$ cat src/rtl/modulo_controle_jogo.sv
// Game controller for a two-matrix battleship board: debounced-edge button events drive
// a placement/attack/check FSM that tracks the attack coordinate, hits, shots and the outcome.
module modulo_controle_jogo #(
    parameter int SHIP_CELLS = 9,
    parameter int MAX_SHOTS  = 20
) (
    input  logic       clk,
    input  logic       clr,
    input  logic       button_confirmation,
    input  logic       button_count,
    input  logic       hit_in,
    input  logic       attacked_in,
    output logic [1:0] game_state,
    output logic       clr_mats,
    output logic       po_load,
    output logic       at_we,
    output logic [2:0] at_row,
    output logic [2:0] at_col,
    output logic [1:0] rgb_output,
    output logic [3:0] hits,
    output logic [4:0] shots,
    output logic       win,
    output logic       lose
);

    typedef enum logic [2:0] {
        S_IDLE    = 3'd0,
        S_POSICAO = 3'd1,
        S_ATAQUE  = 3'd2,
        S_CHECA   = 3'd3,
        S_FIM     = 3'd4
    } state_t;

    localparam logic [3:0] HITS_MAX  = 4'(SHIP_CELLS);
    localparam logic [4:0] SHOTS_MAX = 5'(MAX_SHOTS);
    localparam logic [2:0] ROW_LAST  = 3'd6;
    localparam logic [2:0] COL_LAST  = 3'd4;

    localparam logic [1:0] RGB_NONE = 2'b00;
    localparam logic [1:0] RGB_MISS = 2'b01;
    localparam logic [1:0] RGB_HIT  = 2'b10;
    localparam logic [1:0] RGB_REP  = 2'b11;

    // Button front end: two synchronizer stages plus the previous synchronized level.
    logic       conf_s1_q, conf_s1_d, conf_s2_q, conf_s2_d, conf_prev_q, conf_prev_d;
    logic       cnt_s1_q, cnt_s1_d, cnt_s2_q, cnt_s2_d, cnt_prev_q, cnt_prev_d;
    logic       conf_armed_q, conf_armed_d, cnt_armed_q, cnt_armed_d;
    logic [1:0] init_q, init_d;
    logic       conf_ev, cnt_ev;

    // A button only becomes armed once the filled synchronizer has seen it released,
    // so a button held across reset release never produces an event.
    always_comb begin
        conf_s1_d    = button_confirmation;
        conf_s2_d    = conf_s1_q;
        conf_prev_d  = conf_s2_q;
        cnt_s1_d     = button_count;
        cnt_s2_d     = cnt_s1_q;
        cnt_prev_d   = cnt_s2_q;
        init_d       = {init_q[0], 1'b1};
        conf_armed_d = conf_armed_q | (init_q[1] & ~conf_s2_q);
        cnt_armed_d  = cnt_armed_q  | (init_q[1] & ~cnt_s2_q);
        conf_ev      = conf_s2_q & ~conf_prev_q & conf_armed_q;
        cnt_ev       = cnt_s2_q  & ~cnt_prev_q  & cnt_armed_q;
    end

    always_ff @(posedge clk or negedge clr) begin
        if (!clr) begin
            conf_s1_q    <= 1'b0;
            conf_s2_q    <= 1'b0;
            conf_prev_q  <= 1'b0;
            cnt_s1_q     <= 1'b0;
            cnt_s2_q     <= 1'b0;
            cnt_prev_q   <= 1'b0;
            conf_armed_q <= 1'b0;
            cnt_armed_q  <= 1'b0;
            init_q       <= 2'b00;
        end else begin
            conf_s1_q    <= conf_s1_d;
            conf_s2_q    <= conf_s2_d;
            conf_prev_q  <= conf_prev_d;
            cnt_s1_q     <= cnt_s1_d;
            cnt_s2_q     <= cnt_s2_d;
            cnt_prev_q   <= cnt_prev_d;
            conf_armed_q <= conf_armed_d;
            cnt_armed_q  <= cnt_armed_d;
            init_q       <= init_d;
        end
    end

    state_t     state_q, state_d;
    logic [2:0] row_q, row_d, col_q, col_d;
    logic [3:0] hits_q, hits_d, hits_nxt;
    logic [4:0] shots_q, shots_d, shots_nxt;
    logic [1:0] rgb_q, rgb_d;
    logic       win_q, win_d, lose_q, lose_d;
    logic       clr_mats_q, clr_mats_d, po_load_q, po_load_d;

    always_comb begin
        state_d    = state_q;
        row_d      = row_q;
        col_d      = col_q;
        hits_d     = hits_q;
        shots_d    = shots_q;
        rgb_d      = rgb_q;
        win_d      = win_q;
        lose_d     = lose_q;
        clr_mats_d = 1'b0;
        po_load_d  = 1'b0;
        hits_nxt   = (hit_in && (hits_q != HITS_MAX)) ? hits_q + 4'd1 : hits_q;
        shots_nxt  = (shots_q != SHOTS_MAX) ? shots_q + 5'd1 : shots_q;

        case (state_q)
            S_IDLE: begin
                if (conf_ev) begin
                    state_d    = S_POSICAO;
                    clr_mats_d = 1'b1;
                    hits_d     = 4'd0;
                    shots_d    = 5'd0;
                    rgb_d      = RGB_NONE;
                    row_d      = 3'd0;
                    col_d      = 3'd0;
                    win_d      = 1'b0;
                    lose_d     = 1'b0;
                end
            end
            S_POSICAO: begin
                if (conf_ev) begin
                    state_d   = S_ATAQUE;
                    po_load_d = 1'b1;
                end
            end
            S_ATAQUE: begin
                // Confirm outranks a simultaneous count event.
                if (conf_ev) begin
                    state_d = S_CHECA;
                end else if (cnt_ev) begin
                    if (row_q == ROW_LAST) begin
                        row_d = 3'd0;
                        col_d = (col_q == COL_LAST) ? 3'd0 : col_q + 3'd1;
                    end else begin
                        row_d = row_q + 3'd1;
                    end
                end
            end
            S_CHECA: begin
                if (attacked_in) begin
                    rgb_d   = RGB_REP;
                    state_d = S_ATAQUE;
                end else begin
                    hits_d  = hits_nxt;
                    shots_d = shots_nxt;
                    rgb_d   = hit_in ? RGB_HIT : RGB_MISS;
                    if (hits_nxt == HITS_MAX) begin
                        state_d = S_FIM;
                        win_d   = 1'b1;
                    end else if (shots_nxt == SHOTS_MAX) begin
                        state_d = S_FIM;
                        lose_d  = 1'b1;
                    end else begin
                        state_d = S_ATAQUE;
                    end
                end
            end
            S_FIM: begin
                if (conf_ev) begin
                    state_d    = S_IDLE;
                    clr_mats_d = 1'b1;
                    win_d      = 1'b0;
                    lose_d     = 1'b0;
                    rgb_d      = RGB_NONE;
                end
            end
            default: begin
                state_d = S_IDLE;
            end
        endcase
    end

    always_ff @(posedge clk or negedge clr) begin
        if (!clr) begin
            state_q    <= S_IDLE;
            row_q      <= 3'd0;
            col_q      <= 3'd0;
            hits_q     <= 4'd0;
            shots_q    <= 5'd0;
            rgb_q      <= RGB_NONE;
            win_q      <= 1'b0;
            lose_q     <= 1'b0;
            clr_mats_q <= 1'b0;
            po_load_q  <= 1'b0;
        end else begin
            state_q    <= state_d;
            row_q      <= row_d;
            col_q      <= col_d;
            hits_q     <= hits_d;
            shots_q    <= shots_d;
            rgb_q      <= rgb_d;
            win_q      <= win_d;
            lose_q     <= lose_d;
            clr_mats_q <= clr_mats_d;
            po_load_q  <= po_load_d;
        end
    end

    always_comb begin
        case (state_q)
            S_POSICAO:         game_state = 2'b01;
            S_ATAQUE, S_CHECA: game_state = 2'b10;
            S_FIM:             game_state = 2'b11;
            default:           game_state = 2'b00;
        endcase
    end

    // The attack-matrix write happens during the single CHECA cycle for a fresh cell only.
    assign at_we      = (state_q == S_CHECA) & ~attacked_in;
    assign clr_mats   = clr_mats_q;
    assign po_load    = po_load_q;
    assign at_row     = row_q;
    assign at_col     = col_q;
    assign rgb_output = rgb_q;
    assign hits       = hits_q;
    assign shots      = shots_q;
    assign win        = win_q;
    assign lose       = lose_q;

endmodule

$ cat config.mk
export PLATFORM = sky130hd
export DESIGN_NAME = modulo_controle_jogo
export DESIGN_NICKNAME = d
export VERILOG_FILES = /design/src/rtl/modulo_controle_jogo.sv
export SDC_FILE = /design/constraint.sdc
export NUM_CORES = 1
export LEC_CHECK = 0
export BUFFER_PORTS_ARGS = -buffer_cell sky130_fd_sc_hd__buf_2
export CORE_MARGIN = 3
export CORE_UTILIZATION = 55
export DETAILED_ROUTE_END_ITERATION = 10
export GPL_TIMING_DRIVEN = 0
export PLACE_DENSITY_LB_ADDON = 0.12
export SETUP_SLACK_MARGIN = 0.15
export SYNTH_ARGS = -nofsm -noshare
export SYNTH_HDL_FRONTEND = slang
export SYNTH_SLANG_ARGS = --single-unit
$ cat constraint.sdc
create_clock -name clk -period 2.4 [get_ports clk]
set_input_delay 0 -clock clk [delete_from_list [all_inputs] [get_ports clk]]
set_output_delay 0 -clock clk [all_outputs]
set_load 0.05 [all_outputs]
**Word-level counts from Yosys, hierarchy flattened**

Index checks and enable logic that the tools add are counted.

- Register bits: 34
- Bits of input ports: 6
- Output and inout bits: 24
- Word-level logic and storage cells: 114

- Add/sub/neg operators: 4
- Eq/ne operators: 22
- Multiplexer cells: 41
- Bitwise gates (word level): 14
- Reductions and logical operators: 14

Operators by type and width:

| operator | number |
|---|---|
| 3-bit 2-to-1 mux | 14 |
| 2-bit != test, second input constant | 11 |
| 5-bit 2-to-1 mux | 3 |
| 3-bit one-hot mux with 5 select lines | 1 |
| 4-bit 2-to-1 mux | 3 |
| 3-bit one-hot mux with 2 select lines | 2 |
| 4-bit AND reduction | 3 |
| 5-bit one-hot mux with 2 select lines | 1 |
| 5-bit AND reduction | 2 |
| 3-bit equality test, second input constant | 3 |
| 1-bit 2-to-1 mux | 9 |
| 4-bit one-hot mux with 2 select lines | 1 |
| 1-bit bitwise AND | 7 |
| 3-bit by 1-bit adder with 3-bit output, second input constant | 2 |
| 3-bit by 2-bit equality test with 1-bit output, second input constant | 2 |
| 2-bit 2-to-1 mux | 3 |
| 2-bit one-hot mux with 3 select lines | 1 |
| 2-bit nonzero test | 3 |
| 5-bit by 1-bit adder with 5-bit output, second input constant | 1 |
| 5-bit equality test, second input constant | 1 |
| 5-bit != test, second input constant | 1 |
| 1-bit inverter | 5 |
| 4-bit by 1-bit adder with 4-bit output, second input constant | 1 |
| 4-bit equality test, second input constant | 1 |
| other kinds (11) | 14 |

**Logic depth before layout (Yosys ltp)**

- Word-level depth: 7
- Depth in mapped cells: 6
- Gate-level depth less buffers: 6

**Worst setup path after synthesis**

Ideal clock, no wire load.

- Path type: register to register
- Start point: register hits_q[0], in the netlist hits[0]
- End point: register lose_q, in the netlist lose
- Setup time: 0.122 ns
- Data arrival time: 2.066 ns
- Data required time: 2.278 ns
- Path slack: 0.213 ns
- Cell stages (with the launch flop): 6
- Buffers on the path: 0
- Clock period less this slack: 2.187 ns
- Cells stage by stage: dfrtp_1 > ha_1 > nand3b_4 > a211o_1 > a2111o_1 > a32o_1

- Longest elaborated chain between the ends: 6
- Elaborated cells between the ends (all ways): 7
- Those cells by class: add/sub (1); eq/ne (3); mux (1); reduce/logical (2)

RTL lines:

| what | RTL line | text |
|---|---|---|
| from (decl) | 93 | `logic [3:0] hits_q, hits_d, hits_nxt;` |
| from (signal assigned) | 196 | `hits_q <= hits_d;` |
| parallel branches: the longest is 2 deep, another holds 4-bit by 1-bit adder with 4-bit output | n/a |  |
| 4-bit 2-to-1 mux * | 110 | `hits_nxt = (hit_in && (hits_q != HITS_MAX)) ? hits_q + 4'd1 : hits_q;` |
| 4-bit equality test * | 154 | `if (hits_nxt == HITS_MAX) begin` |
| 2-bit != test (no line) * | n/a |  |
| 5-bit AND reduction (no line) * | n/a |  |
| to (signal assigned) | 200 | `lose_q <= lose_d;` |
| to (decl) | 96 | `logic win_q, win_d, lose_q, lose_d;` |

Every way passes the cells marked *.
A chain may end at the register's enable or synchronous reset.

**Worst setup path after layout**

- Start point: register state_q[1]
- End point: output port at_we

- Longest elaborated chain between the ends: 2

RTL lines:

| what | RTL line | text |
|---|---|---|
| from (decl) | 91 | `state_t state_q, state_d;` |
| from (signal assigned) | 193 | `state_q <= state_d;` |
| 3-bit by 2-bit equality test with 1-bit output | 216 | `assign at_we = (state_q == S_CHECA) & ~attacked_in;` |
| 1-bit bitwise AND | 216 |  |
| to (decl) | 16 | `output logic at_we,` |

No other way between the ends.

==> impl_metrics.env <==
export IMPL_status="finished clean"
export IMPL_cts_tree="done"
export IMPL_die_area_mm2=0.003812
export IMPL_synth_async_sr_flop_share=1.000
export IMPL_cts_buffers=5
export IMPL_postCtsSetupBuffers=0
export IMPL_critical_path_arrival_ns=2.00
export IMPL_vias=1396
export IMPL_ys_seq_area_frac=0.4978
export IMPL_cts_root_buf="clkbuf_4"
export IMPL_fin_tns_setup_ns=0
export IMPL_synth_most_common_cell="dfrtp_1"
export IMPL_coreArea_mm2=0.002853
export IMPL_fin_crit_sh=0.8334
export IMPL_setup_violations=0
export IMPL_post_cts_resized=0
export IMPL_synth_top_area_cell="dfrtp_1"
export IMPL_cts_sinks=34
export IMPL_fmax_mhz=500.0
export IMPL_ys_top_cells_by_area="dfrtp_1, o21ai_0, ha_1, nand2_1, inv_1"
export IMPL_die_y_um=61.75
export IMPL_grt_max_degree=35
export IMPL_path_max_fanout=10
export IMPL_area_growth_pct=17.64
export IMPL_fin_hold_ws_ns=0.05073
export IMPL_hold_viol_final=0
export IMPL_netlist_top_cells_count="dfrtp_1, o21ai_0, nand2_1"
export IMPL_ys_flop_type="dfrtp_1"
export IMPL_worst_pin_slew_ns=0.7233
export IMPL_netlist_area_mm2=0.001709
export IMPL_htree_levels=2
export IMPL_clock_latency_ns=0.35
export IMPL_io_buffers=28
export IMPL_worstSetupPathType="reg -> out"
export IMPL_max_cap_viol_count=0
export IMPL_grt_pass1_vias=1287
export IMPL_antennaDiodeCount=0
export IMPL_grt_overflow_total=0
export IMPL_yosysWarnings=0
export IMPL_place_ws_ns=0.4591
export IMPL_synth_cells=172
export IMPL_drtPass1Iterations=4
export IMPL_timing_final_ws_setup_ns=0.3998
export IMPL_required_ns=2.40
export IMPL_drive_gt1_frac=0.2028
export IMPL_die_w_um=61.75
export IMPL_drc=0
export IMPL_vdd_drop_max_mv=0.6567
export IMPL_nFillCells=232
export IMPL_fin_nets=223
export IMPL_track_usage=0.2018
export IMPL_start_kind="register"
export IMPL_netlist_area_leader_share=0.4978
export IMPL_drv_slew=0
export IMPL_grt_pass1_wl_um=5540
export IMPL_wl_per_cell_um=14.18
export IMPL_viasPerCell=5.745
export IMPL_clock_path_buffers=2
export IMPL_row_count=19
export IMPL_leakage_nw=1.016
export IMPL_synth_cell_types=47
export IMPL_final_cells=243
export IMPL_powerDensity_mw_per_mm2=994.3
export IMPL_grt_setup_unrepaired="no"
export IMPL_boundaryPins=30
export IMPL_hold_path_class="in -> reg"
export IMPL_hpwlAfterDp_um=2434
export IMPL_finClkSkew_ns=0.01605
export IMPL_ant_nets=0
export IMPL_antenna_found_initial=0
export IMPL_synth_edf_count=0
export IMPL_endpoint_kind="output pin"
export IMPL_synth_fp_nets=184
export IMPL_avgSynthCellArea_um2=9.937
export IMPL_relSlewSlack=0.5178
export IMPL_first_iter_violations=72
export IMPL_finalWirelength_um=3446
export IMPL_placed_cells=231
export IMPL_fin_crit_ns=2.000
export IMPL_clk_pin_slew_ns=0.12
export IMPL_synth_seq_cells=34
export IMPL_gp_congestion=0.8304
export IMPL_start_util=0.5991
-- critical path, cell delays in order, from the launching register on --
cell	delay (ns)
dfrtp_1	0.46
nand4bb_1	0.15
clkbuf_1	0.37
clkinv_1	0.35
buf_2	0.31
-- metrics by stage --
| stage | utilization | total power, W | area (um2) |
|---|---|---|---|
| 6_report | 0.7048 | 0.001999 | 2011 |
| 5_1_grt | 0.7048 | 0.002123 | 2011 |
| 4_1_cts | 0.7048 | 0.002012 | 2011 |
| 3_5_place_dp | 0.6618 | 0.001580 | 1888 |
| 3_3_place_gp | 0.6618 | 0.001553 | 1888 |
| 2_1_floorplan | - | 0.001391 | 1709 |
-- path summary, 6_finish.rpt --
kind | endpoint | cells after the start | start | slack (ns)
max reg2reg | lose | 6 | hits[1] | 0.43
min in group asynchronous | at_row[2] | 2 | clr | 0.22
min | hits[0] | 3 | hit_in | 0.05
max in group asynchronous | cnt_prev_d | 2 | clr | 1.70
max | at_we | 4 | state_q[1] | 0.40
min reg2reg | cnt_prev_d | 0 | cnt_s1_q | 0.36
-- placed cells by master (no fill, tap or decap), types with 2 or more instances in the layout --
| cell | netlist | final |
|---|---|---|
| a21o_1 | 3 | 3 |
| a31oi_1 | 3 | 3 |
| or2_2 | 2 | 2 |
| nor3_1 | 2 | 2 |
| inv_1 | 14 | 14 |
| nand2b_1 | 2 | 2 |
| xnor2_1 | 2 | 2 |
| a22o_1 | 2 | 2 |
| dfrtp_1 | 34 | 34 |
| mux2i_1 | 2 | 2 |
| nand3_1 | 5 | 5 |
| nor4b_1 | 2 | 2 |
| clkbuf_4 | 0 | 5 |
| nand4_1 | 3 | 3 |
| nor2_1 | 10 | 10 |
| and3b_1 | 2 | 2 |
| clkbuf_1 | 5 | 5 |
| a211o_1 | 2 | 2 |
| a21oi_1 | 5 | 5 |
| nand4b_1 | 3 | 3 |
| dlygate4sd3_1 | 0 | 4 |
| nand2_1 | 16 | 16 |
| nor2b_1 | 3 | 3 |
| o21ai_0 | 17 | 17 |
| nand3b_1 | 4 | 4 |
| ha_1 | 6 | 6 |
| clkinvlp_4 | 0 | 2 |
| buf_2 | 0 | 28 |
-- power breakdown --
group	internal, W	switching, W	total [W]
clock	0.000218	0.000205	0.000424
combinational	0.000228	0.000567	0.000794
sequential	0.000667	0.000115	0.000782
total	0.00111	0.000886	0.00200
-- metal layers --
| layer | global-route usage | routed length, um | vias up |
|---|---|---|---|
| met5 | 0 | 0 | - |
| met4 | 0.08788 | 57 | 0 |
| met3 | 0.05785 | 164 | 8 |
| met2 | 0.3408 | 1700 | 37 |
| met1 | 0.2397 | 1524 | 663 |
| li1 | - | - | 688 |
-- registers in the layout (all words and copies together), names as in the netlist --
signal,flops
conf_prev_d,1
lose,1
conf_s1_q,1
win,1
cnt_prev_d,1
conf_armed_q,1
cnt_s1_q,1
at_row,3
init_q,2
hits,4
cnt_prev_q,1
po_load,1
at_col,3
clr_mats,1
cnt_armed_q,1
shots,5
rgb_output,2
state_q,3
conf_prev_q,1
-- layout make-up --
class,instances,area [um2],share of cell area
multi-input combinational,118,783.3,0.3895
sequential,34,850.8,0.4231
buffer,5,18.77,0.009334
clock inverter,3,45.04,0.02240
inverter,15,56.30,0.02800
tap,31,38.79,0.01929
clock buffer,5,37.54,0.01867
timing repair buffer,32,180.2,0.08961
-- cell families (layout without fill, tap and decap cells) --
family	Yosys count	in the layout	share of synthesized area
buffers and inverters	20	60	0.04392
AO/OA/AOI/OAI	42	42	0.1640
other	1	1	0.002194
adder cells (fa/ha/maj)	6	6	0.04392
XOR/XNOR	3	3	0.01538
flip-flops	34	34	0.4978
AND/OR/NAND/NOR	63	63	0.2145
multiplexers	3	3	0.01830
-- timing repair --
action	4_1_cts	5_1_grt
hold buffers	4	0
endpoints found under the hold margin	37	0
setup endpoints to repair	0	0
Note: power is estimated with default switching activity, not from simulation.
